[src/rtl/mean_pkg.sv]
// Shared constants, FSM encoding and elaboration helpers for the streaming mean block.
package mean_pkg;

  localparam int ROUND_TRUNC   = 0;
  localparam int ROUND_HALF_UP = 1;

  typedef enum logic [1:0] {
    ACCUM = 2'd0,
    FLUSH = 2'd1,
    HOLD  = 2'd2
  } state_e;

  // Ceiling log2 for elaboration-time widths; clog2(1) is 0.
  function automatic int clog2(input int value);
    int r;
    r = 0;
    for (int p = 1; p < value; p = p * 2) r++;
    return r;
  endfunction

  // Bias added before the final shift: half an LSB of the mean when rounding.
  function automatic int round_bias(input int log2n, input int round_mode);
    if (round_mode == ROUND_HALF_UP && log2n > 0) return 1 << (log2n - 1);
    return 0;
  endfunction

endpackage

[src/rtl/lane_adder_tree.sv]
// Combinational reduction of LANES unsigned samples to a single full-width sum.
module lane_adder_tree
  import mean_pkg::*;
#(
  parameter  int LANES = 8,
  parameter  int WID   = 16,
  localparam int SUM_W = WID + clog2(LANES)
) (
  input  logic [LANES*WID-1:0] data_i,
  output logic [SUM_W-1:0]     sum_o
);

  // Heap-ordered tree: leaves at LANES-1 .. 2*LANES-2, node i sums children 2i+1 and 2i+2.
  logic [SUM_W-1:0] node [2*LANES-1];

  // Load the leaves, then fold pairs upward so every node is assigned on every pass.
  always_comb begin
    for (int i = 0; i < LANES; i++) begin
      node[LANES-1+i] = SUM_W'(data_i[i*WID +: WID]);
    end
    for (int i = LANES - 2; i >= 0; i--) begin
      node[i] = node[2*i+1] + node[2*i+2];
    end
  end

  assign sum_o = node[0];

endmodule

[src/rtl/mean_stream.sv]
// Streaming frame mean: beats of LANES samples are tree-reduced, accumulated over a
// frame, then the frame sum and its (truncated or rounded) mean are held for the consumer.
module mean_stream
  import mean_pkg::*;
#(
  parameter int NUM_INPUTS = 128,
  parameter int WID        = 16,
  parameter int LANES      = 8,
  parameter int ROUND      = ROUND_HALF_UP
) (
  input  logic                          clk,
  input  logic                          rst_n,
  input  logic                          in_valid,
  output logic                          in_ready,
  input  logic [LANES*WID-1:0]          in_data,
  output logic                          out_valid,
  input  logic                          out_ready,
  output logic [WID+clog2(NUM_INPUTS)-1:0] out_sum,
  output logic [WID-1:0]                out_mean
);

  localparam int LOG2N  = clog2(NUM_INPUTS);
  localparam int LOG2L  = clog2(LANES);
  localparam int BEATS  = NUM_INPUTS / LANES;
  localparam int CNT_W  = (BEATS > 1) ? clog2(BEATS) : 1;
  localparam int SUM_W  = WID + LOG2N;
  localparam int LANE_W = WID + LOG2L;
  localparam int BIAS   = round_bias(LOG2N, ROUND);

  state_e             state_q, state_d;
  logic [CNT_W-1:0]   cnt_q, cnt_d;
  logic [LANE_W-1:0]  lane_q, lane_d;
  logic               lane_v_q, lane_v_d;
  logic [SUM_W-1:0]   acc_q, acc_d;
  logic [SUM_W-1:0]   sum_q, sum_d;
  logic [WID-1:0]     mean_q, mean_d;
  logic               rdy_q, rdy_d;

  logic [LANE_W-1:0]  lane_sum;
  logic [SUM_W-1:0]   acc_plus;
  logic [SUM_W:0]     rounded;
  logic               fire_in;
  logic               last_beat;

  lane_adder_tree #(
    .LANES (LANES),
    .WID   (WID)
  ) u_tree (
    .data_i (in_data),
    .sum_o  (lane_sum)
  );

  assign fire_in   = in_valid && rdy_q;
  assign last_beat = (cnt_q == CNT_W'(BEATS - 1));
  assign acc_plus  = acc_q + (lane_v_q ? SUM_W'(lane_q) : '0);
  // One spare bit keeps the rounding bias from wrapping before the shift.
  assign rounded   = {1'b0, acc_plus} + (SUM_W+1)'(BIAS);

  // Next-state decode for the frame FSM, beat counter, pipeline and result registers.
  always_comb begin
    // NOTE: every _d gets a default here so no path through the case infers a latch.
    state_d  = state_q;
    cnt_d    = cnt_q;
    lane_d   = lane_q;
    lane_v_d = 1'b0;
    acc_d    = acc_plus;
    sum_d    = sum_q;
    mean_d   = mean_q;
    unique case (state_q)
      ACCUM: begin
        if (fire_in) begin
          lane_d   = lane_sum;
          lane_v_d = 1'b1;
          if (last_beat) begin
            cnt_d   = '0;
            state_d = FLUSH;
          end else begin
            cnt_d = cnt_q + CNT_W'(1);
          end
        end
      end
      FLUSH: begin
        sum_d   = acc_plus;
        mean_d  = WID'(rounded >> LOG2N);
        acc_d   = '0;
        state_d = HOLD;
      end
      HOLD: begin
        if (out_ready) state_d = ACCUM;
      end
      default: state_d = ACCUM;
    endcase
    rdy_d = (state_d == ACCUM);
  end

  // State update with synchronous active-low reset; a reset discards any partial frame or result.
  always_ff @(posedge clk) begin
    // NOTE: sequential state uses non-blocking assignments so all registers update together.
    if (!rst_n) begin
      state_q  <= ACCUM;
      cnt_q    <= '0;
      lane_q   <= '0;
      lane_v_q <= 1'b0;
      acc_q    <= '0;
      sum_q    <= '0;
      mean_q   <= '0;
      rdy_q    <= 1'b0;
    end else begin
      state_q  <= state_d;
      cnt_q    <= cnt_d;
      lane_q   <= lane_d;
      lane_v_q <= lane_v_d;
      acc_q    <= acc_d;
      sum_q    <= sum_d;
      mean_q   <= mean_d;
      rdy_q    <= rdy_d;
    end
  end

  assign in_ready  = rdy_q;
  assign out_valid = (state_q == HOLD);
  assign out_sum   = sum_q;
  assign out_mean  = mean_q;

endmodule

[config.mk]
export PLATFORM = sky130hd
export DESIGN_NAME = mean_stream
export DESIGN_NICKNAME = d
export VERILOG_FILES = /design/src/rtl/mean_pkg.sv /design/src/rtl/lane_adder_tree.sv /design/src/rtl/mean_stream.sv
export SDC_FILE = /design/constraint.sdc
export NUM_CORES = 1
export LEC_CHECK = 0
export ABC_AREA = 1
export CAP_MARGIN = 30
export CORE_UTILIZATION = 40
export CTS_CLUSTER_DIAMETER = 150
export DETAILED_ROUTE_END_ITERATION = 6
export SLEW_MARGIN = 25
export SYNTH_ARGS = -nofsm -noshare
export SYNTH_HDL_FRONTEND = slang
export SYNTH_SLANG_ARGS = --single-unit
[constraint.sdc]
create_clock -name clk -period 7.9 [get_ports clk]
set_input_delay 1.185 -clock clk [delete_from_list [all_inputs] [get_ports clk]]
set_output_delay 1.185 -clock clk [all_outputs]
set_load 0.1 [all_outputs]
* After elaboration in Yosys (flattened, before gate mapping)
Index checks and enable logic that the tools add are counted. W data, S select, Z words.
Storage, ports and cells: register bits after elaboration 89, input port bits 132, output and inout port bits 41, word-level logic and storage cells 35
Cells by class: add/subtract/negate cells 10, eq/ne operators 3, multiplexer cells 7, bitwise logic cells 1, reductions and logical operators 6
Operators with widths (number):
- $add A16 B16 Y17 | 4
- $add A19 B19 Y19 | 3
- $add A23 B19 Y23 | 1
- $add A23 B7 Y23 const B | 1
- $mux W19 | 1
- $mux W2 | 3
- $pmux W2 S3 | 1
- $add A4 B1 Y4 const B | 1
- $eq A4 B4 Y1 const B | 1
- $logic_not A2 Y1 | 2
- $mux W4 | 1
- $reduce_and A2 Y1 | 2
- $eq A2 B1 Y1 const B | 1
- $eq A2 B2 Y1 const B | 1
- $reduce_or A2 Y1 | 1
- $logic_and A1 B1 Y1 | 1
- $mux W1 | 1
- $not A1 Y1 | 1

* Depth between registers and ports, before layout
depth after elaboration 5, depth in mapped cells 26, mapped depth without buffers 26

* Modules after synthesis
Synthesis repeated with hierarchy kept, for this count alone.
Unflattened totals: cells, all modules 1300, area, all modules 8901.0 um^2
Modules (own cells, without submodules):
- mean_stream | times used 1, cells an instance 794, area an instance 5162.5 um^2, sequential area each 1781.7 um^2
- lane_adder_tree | times used 1, cells an instance 506, area an instance 3738.6 um^2, sequential area each 0.0 um^2

* Worst setup path before layout
OpenSTA, ideal clock, no wires.
path type input to register, start point input port in_data[32], end point register lane_q[15], setup time 0.056 ns, arrival 5.134 ns, required time 7.844 ns, slack 2.710 ns, stages 24, buffers on the path 0, cell sequence ha_1 -> fa_1 -> nand3_1 -> nand2_1 -> a21oi_1 -> o21ai_0 -> nand2_1 -> nand2_1 -> a21oi_1 -> o21ai_0 -> xor2_1 -> fa_1 -> inv_1 -> fa_1 -> inv_1 -> ha_1 -> a21oi_1 -> o21ai_0 -> a21oi_1 -> o21ai_0 -> or2_1 -> nand3_1 -> nand2_1 -> inv_1
On the way: longest elaborated chain between the ends 3
RTL lines:
- start, declared | RTL line mean_stream.sv:15 | input logic [LANES*WID-1:0] in_data,
- $add A16 B16 Y17 | RTL line lane_adder_tree.sv:22 | node[i] = node[2*i+1] + node[2*i+2];
- $add A19 B19 Y19 (2 in series) | RTL line lane_adder_tree.sv:22
- end signal, assigned | RTL line mean_stream.sv:111 | lane_q <= lane_d;
- end, declared | RTL line mean_stream.sv:32 | logic [LANE_W-1:0] lane_q, lane_d;
Every way passes these cells. A chain may end at the register's enable or synchronous reset.

* Worst setup path after layout
Same ends and word-level chain as after synthesis.

==> metrics.md <==
| Metric | Value |
|---|---|
| Unique cell type count in the Yosys netlist | 51 |
| Status | finished, final reports clean |
| Via density per instance | 4.791 |
| CP arrival | 6.07 ns |
| Mapped Area | 0.009454 mm^2 |
| Worst-path fanout max | 5 |
| Most used cell, CP | nand2_1 |
| Max cap viols | 0 |
| N_diodes | 0 |
| Worst VDD drop | 0.1556 mV |
| Placed Cells | 1873 |
| Layout fillers | 2354 |
| Synth Net Count | 1676 |
| Final setup fails | 0 |
| Commonest non-fill, non-tap cell in the layout | nand2_1 |
| Fin crit share | 73.71% |
| Detailed placement HPWL | 22000 um |
| Core area | 0.02292 mm^2 |
| Relative slew margins | 34.71% |
| Minimum clock period | 5.823 ns |
| Die W | 155.7 um |
| Initial core utilization | 41.26% |
| Die Y | 155.7 um |
| Clk_lat worst skew | 0.35 ns |
| Area added between synthesis and finish | 25.20% |
| Seq/Total Area, Yosys | 18.85% |
| RSZ-0062 raised after global routing | false |
| Final cell count without fillers | 1889 |
| Slew Limit Fails | 0 |
| Tot Pwr | 2.587 mW |
| Ports | 173 |
| Root Driver | clkbuf_16 |
| Slowest-stage cell, CP | fa_1 |
| Hold Slack | 0.4522 ns |
| Clock Skews | 0.01184 ns |
| Number of flops mapped to enable cells by yosys | 0 |
| Peak Freq | 171.7 MHz |
| TritonCTS clock tree | yes |
| H-tree depth | 3 |
| TritonCTS buffer count | 9 |
| PortBufs | 172 |
| DR WL/cell | 13.53 um |
| Commonest cells after routing, fill and taps aside | nand2_1, inv_1, clkdlybuf4s50_1 |
| Final core occ | 51.65% |
| Final Hold Viols | 0 |
| CTS clk-pin slew, worst paths | 0.07 ns |
| Die ar. | 0.02425 mm^2 |
| Worst-margin pin slew | 0.9763 ns |
| # nets final | 1845 |
| Post-synth ARST share | 0% |
| Max stage delay on crit path | 0.52 ns |
| Post-route ant nets | 0 |
| Global-route wire length before repair | 42570 um |
| Startpoint types | primary input |
| Remaining routing DRC violations | 0 |
| CTS sink count | 89 |
| Share of layout cells above drive strength 1 | 5.964% |
| Post-synthesis register bit count | 89 |
| Vias | 9051 |
| Placement row count | 55 |
| Initial antenna violation count | 0 |
| Crit. End Element | register |
| Max clock buf depth | 2 |
| Area of the multi-input gates | 0.006683 mm^2 |
| Final WL | 25550 um |
| Post-CTS Resized | 0 |
| Synth Instances | 1402 |
| Hold crit path type | register to register |
| Postcts setup bufs | 0 |
| Setup TNS Final | 0 ns |
| DRT iter0 DRCs | 396 |
| Final GP Congestion | 0.9367 |
| Hold-fix buffers, CTS | 0 |
| Register Area | 0.001782 mm^2 |
| Syn Area/Cell | 6.743 um^2 |
| Top_reg_cell synth | dfxtp_1 |
| Critical path class | primary input to register |
| PD cells | 218.6 mW/mm^2 |
| TritonRoute pass-1 iters | 5 |
| Number of global-route vias before repair | 9001 |
| Critical Path RT | 8.15 ns |
| Pleak | 5.808 nW |
| Syn. warnings | 0 |
| Aggregate global routing overflow | 0 |
| GRT Resource Usage Total | 21.93% |
| Setup slack, reg-to-reg | 4.38 ns |
| Largest net degree at the start of global routing | 29 |
[critical path, delay by kind of cell]
| kind | cells | cell delay (ns) |
|---|---|---|
| fa+ha+maj | 5 | 2.04 |
| simple gates | 8 | 0.69 |
| xor+xnor | 1 | 0.17 |
| compound gates | 7 | 1.44 |
| buf+inv | 4 | 0.53 |
[state kept, by name, summed over array words and instances, names as in the netlist]
register,count
cnt_q,4
acc_q,23
out_sum,23
lane_q,19
out_mean,16
state_q,2
in_ready,1
lane_v_q,1
[per-stage QoR]
| step | instance area [um^2] | setup WS, ns |
|---|---|---|
| final | 11840 | 2.077 |
| after global routing | 11840 | 1.693 |
| after CTS | 11840 | 2.069 |
| after detailed placement | 11530 | 1.720 |
| after global placement | 11530 | 1.745 |
| after floorplan | 9454 | 2.710 |
[final timing paths]
path	from	to	cells after the start
worst max-delay path	in_data[32]	lane_q[15]	25
worst min-delay path	out_mean[14]	out_mean[14]	2
worst max register to register	lane_v_q	out_mean[15]	22
worst min register to register	out_mean[14]	out_mean[14]	2
[per-layer routing]
layer | wire, um | vias up | global-route usage, %
met2 | 12690 | 181 | 40.72
li1 | - | 4816 | -
met5 | 0 | - | 0
met1 | 11620 | 4031 | 26.65
met3 | 778 | 23 | 2.361
met4 | 472 | 0 | 5.836
[synth_stat cells (all sizes together), types with 3 or more instances]
cell type	instances	area [um^2]
nand3b	5	41.29
o2111ai	4	35.03
o211ai	5	37.54
xnor2	32	280.3
or2	3	18.77
a211oi	3	22.52
nor2	140	615.6
clkbuf	13	48.80
a21o	8	60.06
a31oi	7	43.79
o21bai	4	41.29
dfxtp	89	1782
nor3	8	45.04
inv	244	915.9
buf	5	21.27
nand4	19	118.9
nand3	65	362.8
o21ai	80	400.4
xor2	41	359.1
a21boi	4	30.03
a21oi	97	504.2
nand2	369	1480
fa	39	780.8
ha	103	1289
[power breakdown]
| part | internal [mW] | switching [mW] |
|---|---|---|
| sequential | 0.481 | 0.0166 |
| combinational | 0.679 | 0.960 |
| clock | 0.251 | 0.199 |
| total | 1.41 | 1.18 |
[area by class of cell]
class	instances	share of cell area, %
Sequential cell	89	15.05
Timing Repair Buffer	176	14.80
Clock buffer	9	1.903
Tap cell	313	3.309
Clock inverter	7	0.7082
Multi-Input combinational cell	1050	56.46
Inverter	245	7.770
[cell families after synthesis]
kind of cell / Yosys count / synth area share [%]
AOI/OAI and AO/OA: 223 / 13.46
DFF: 89 / 18.85
adders and majority gates: 142 / 21.89
buffers and inverters: 263 / 10.47
and+or+nand+nor: 612 / 28.57
xor gates and xnor gates: 73 / 6.763
Power figures use the tool's default switching activity.
==> edit (same settings) <==
`WID` is set to 16 in 2 places; all go to 32.
--- a/src/rtl/lane_adder_tree.sv
+++ b/src/rtl/lane_adder_tree.sv
@@ -5,3 +5,3 @@
   parameter  int LANES = 8,
-  parameter  int WID   = 16,
+  parameter  int WID   = 32,
   localparam int SUM_W = WID + clog2(LANES)
--- a/src/rtl/mean_stream.sv
+++ b/src/rtl/mean_stream.sv
@@ -6,3 +6,3 @@
   parameter int NUM_INPUTS = 128,
-  parameter int WID        = 16,
+  parameter int WID        = 32,
   parameter int LANES      = 8,
Interface: changed (resized in_data, out_mean and out_sum); port bits go from 173 to 333. The function was not compared with the original's and may differ.
==> edit against the original RTL <==
  * Wire length rose to 2.8 times the old value
  * Highest routed layer is now met5
  * Worst setup slack got worse by 1000 ps
  * Sequential power rose by 75%
  * Clock power rose by 93%
  * Via count rose by 120%
  * Die area rose by 100%
  * Synthesized area rose by 100%
  * Critical endpoint is now lane_q[29]$_SDFFE_PN0P_
  * Design area rose by 100%
  * The flow now finishes with violations (DRC)
  * Synthesized cell count rose by 110%
  * Sequential cell count rose by 64
  * Critical path type unchanged
  * Largest power group unchanged
  * Power rose by 140%
  * Sequential share of layout area fell by 2.1 points
  * Clock skew rose by 8.9 ps
==> edit: results (changes against the original RTL) <==
Status
  • Status: finished with violations (was completed)
  • Failing checks: DRC

Synthesis
  • Syn Nets: 3540 (was 1676)
  • Post-synth top cells: 684 x nand2_1, 548 x inv_1, 353 x nor2_1 (was 339 x nand2_1, 233 x inv_1, 124 x nor2_1)
  • Seq/Total Area, Yosys: 16.1% (was 18.8%)

Route
  • Top Metal Used: met5 (was met4)
  • Met3 WL: 2.62 mm (was 778 um)
  • 1st-pass router iterations: 7 (was 5)
  • Met1 WL: 30.4 mm (was 11.6 mm)
  • Vias per inst: 5.14 (was 4.79)
  • DRC Markers: 8 (was 0)
  • Met2 WL: 35.8 mm (was 12.7 mm)

Global route
  • Total GRT Usage: 29.3% (was 21.9%)
  • Largest net degree at the start of global routing: 56 (was 29)
  • Grt met3 use: 2.69% (was 2.36%)
  • Grt met2 use: 54.4% (was 40.7%)

Final layout
  • # nets final: 3865 (was 1845)
  • Layout cell share with drive strength beyond 1: 3.49% (was 5.96%)

Place
  • Dpl ws: 685 ps (was 1720 ps)
  • Port bufs: 332 (was 172)
  • Post-detail-place hpwl: 62.2 mm (was 22.0 mm)
  • Placed cell area: 0.0231 sq mm (was 0.0115 sq mm)
  • Final GP Congestion: 1.04 (was 0.937)

Pwr
  • Pleak: 0.0118 uW (was 0.00581 uW)
  • Max rail drop VDD: 0.000186 V (was 0.000156 V)
  • Comb pwr share: 71.5% (was 63.4%)

Setup path
  • Worst-path fanout max: 4 (was 5)
  • Crit path to: lane_q[29]$_SDFFE_PN0P_ (was lane_q[15]$_SDFFE_PN0P_)
  • Reg2Reg Depth: 18 (was 22)
  • Reg2Reg Capture Point: out_mean[13]$_SDFFE_PN0P_ (was out_mean[15]$_SDFFE_PN0P_)

Hold path
  • WHS Endpoint: out_mean[28]$_SDFFE_PN0P_ (was out_mean[14]$_SDFFE_PN0P_)
  • Hold path start: out_mean[28]$_SDFFE_PN0P_ (was out_mean[14]$_SDFFE_PN0P_)

Clock network
  • Cts bufs inserted: 17 (was 9)
  • Clk_lat worst skew: 470 ps (was 350 ps)

STA
  • Crit share post-route: 86.3% (was 73.7%)
==> edit: cell types whose count changed after synthesis, sizes merged, moves of 29 or more <==
cell   unedited run  this run
nand2           369       700
a21oi            97       234
nor3              8        40
a31oi             7        36
o21ai            80       161
inv             244       564
ha              103       199
nor2            140       375
dfxtp            89       153
nand3            65       115
fa               39        71
xor2             41        97
==> edit: final cells by class <==
cell class | count | area (sq um)
fillers | 4852 | 23100
clock buffers | 17 | 425
inverters | 568 | 2130
flip-flops and latches | 153 | 3060
multi-input cells | 2253 | 13700
diodes | 1 | 2.50
well taps | 607 | 759
clock inverters | 15 | 194
repair buffers | 342 | 3400
==> edit: worst max-delay path, stage by stage <==
cell	delay [ps]
clkdlybuf4s50_1	400
ha_1	350
a21oi_1	150
nand2_1	90
a21boi_0	350
o21ai_1	210
a21boi_0	530
inv_1	110
nand2_1	90
nand2_1	90
a21boi_1	310
o21ai_0	180
xor2_1	200
fa_1	510
inv_1	60
fa_1	530
inv_1	40
ha_1	350
nand2_1	110
nor2_1	260
inv_1	90
nor2_1	250
nand4_1	250
a21oi_1	200
nor2_1	50
nand2_1	100
o211ai_1	90
inv_1	80
==> edit: logic make-up (layout without fill, tap and decap cells) <==
group / count (synthesis) / count (layout) / synth area share (%)
DFF: 153 / 153 / 16.1
xor gates and xnor gates: 152 / 152 / 7.03
buffers and inverters: 604 / 942 / 11.9
and+or+nand+nor: 1289 / 1289 / 28.3
other: 0 / 1 / 0
AOI/OAI and AO/OA: 542 / 542 / 16.1
adders and majority gates: 270 / 270 / 20.5
==> edit: per-stage QoR <==
stage               utilization (%)  hold slack (ps)  instances
floorplan                         -              452       3010
global placement               49.4              437       3923
detailed placement             49.4              447       3923
CTS                            50.7              460       3955
global route                   50.7              477       3956
finish                         50.7              460       3956
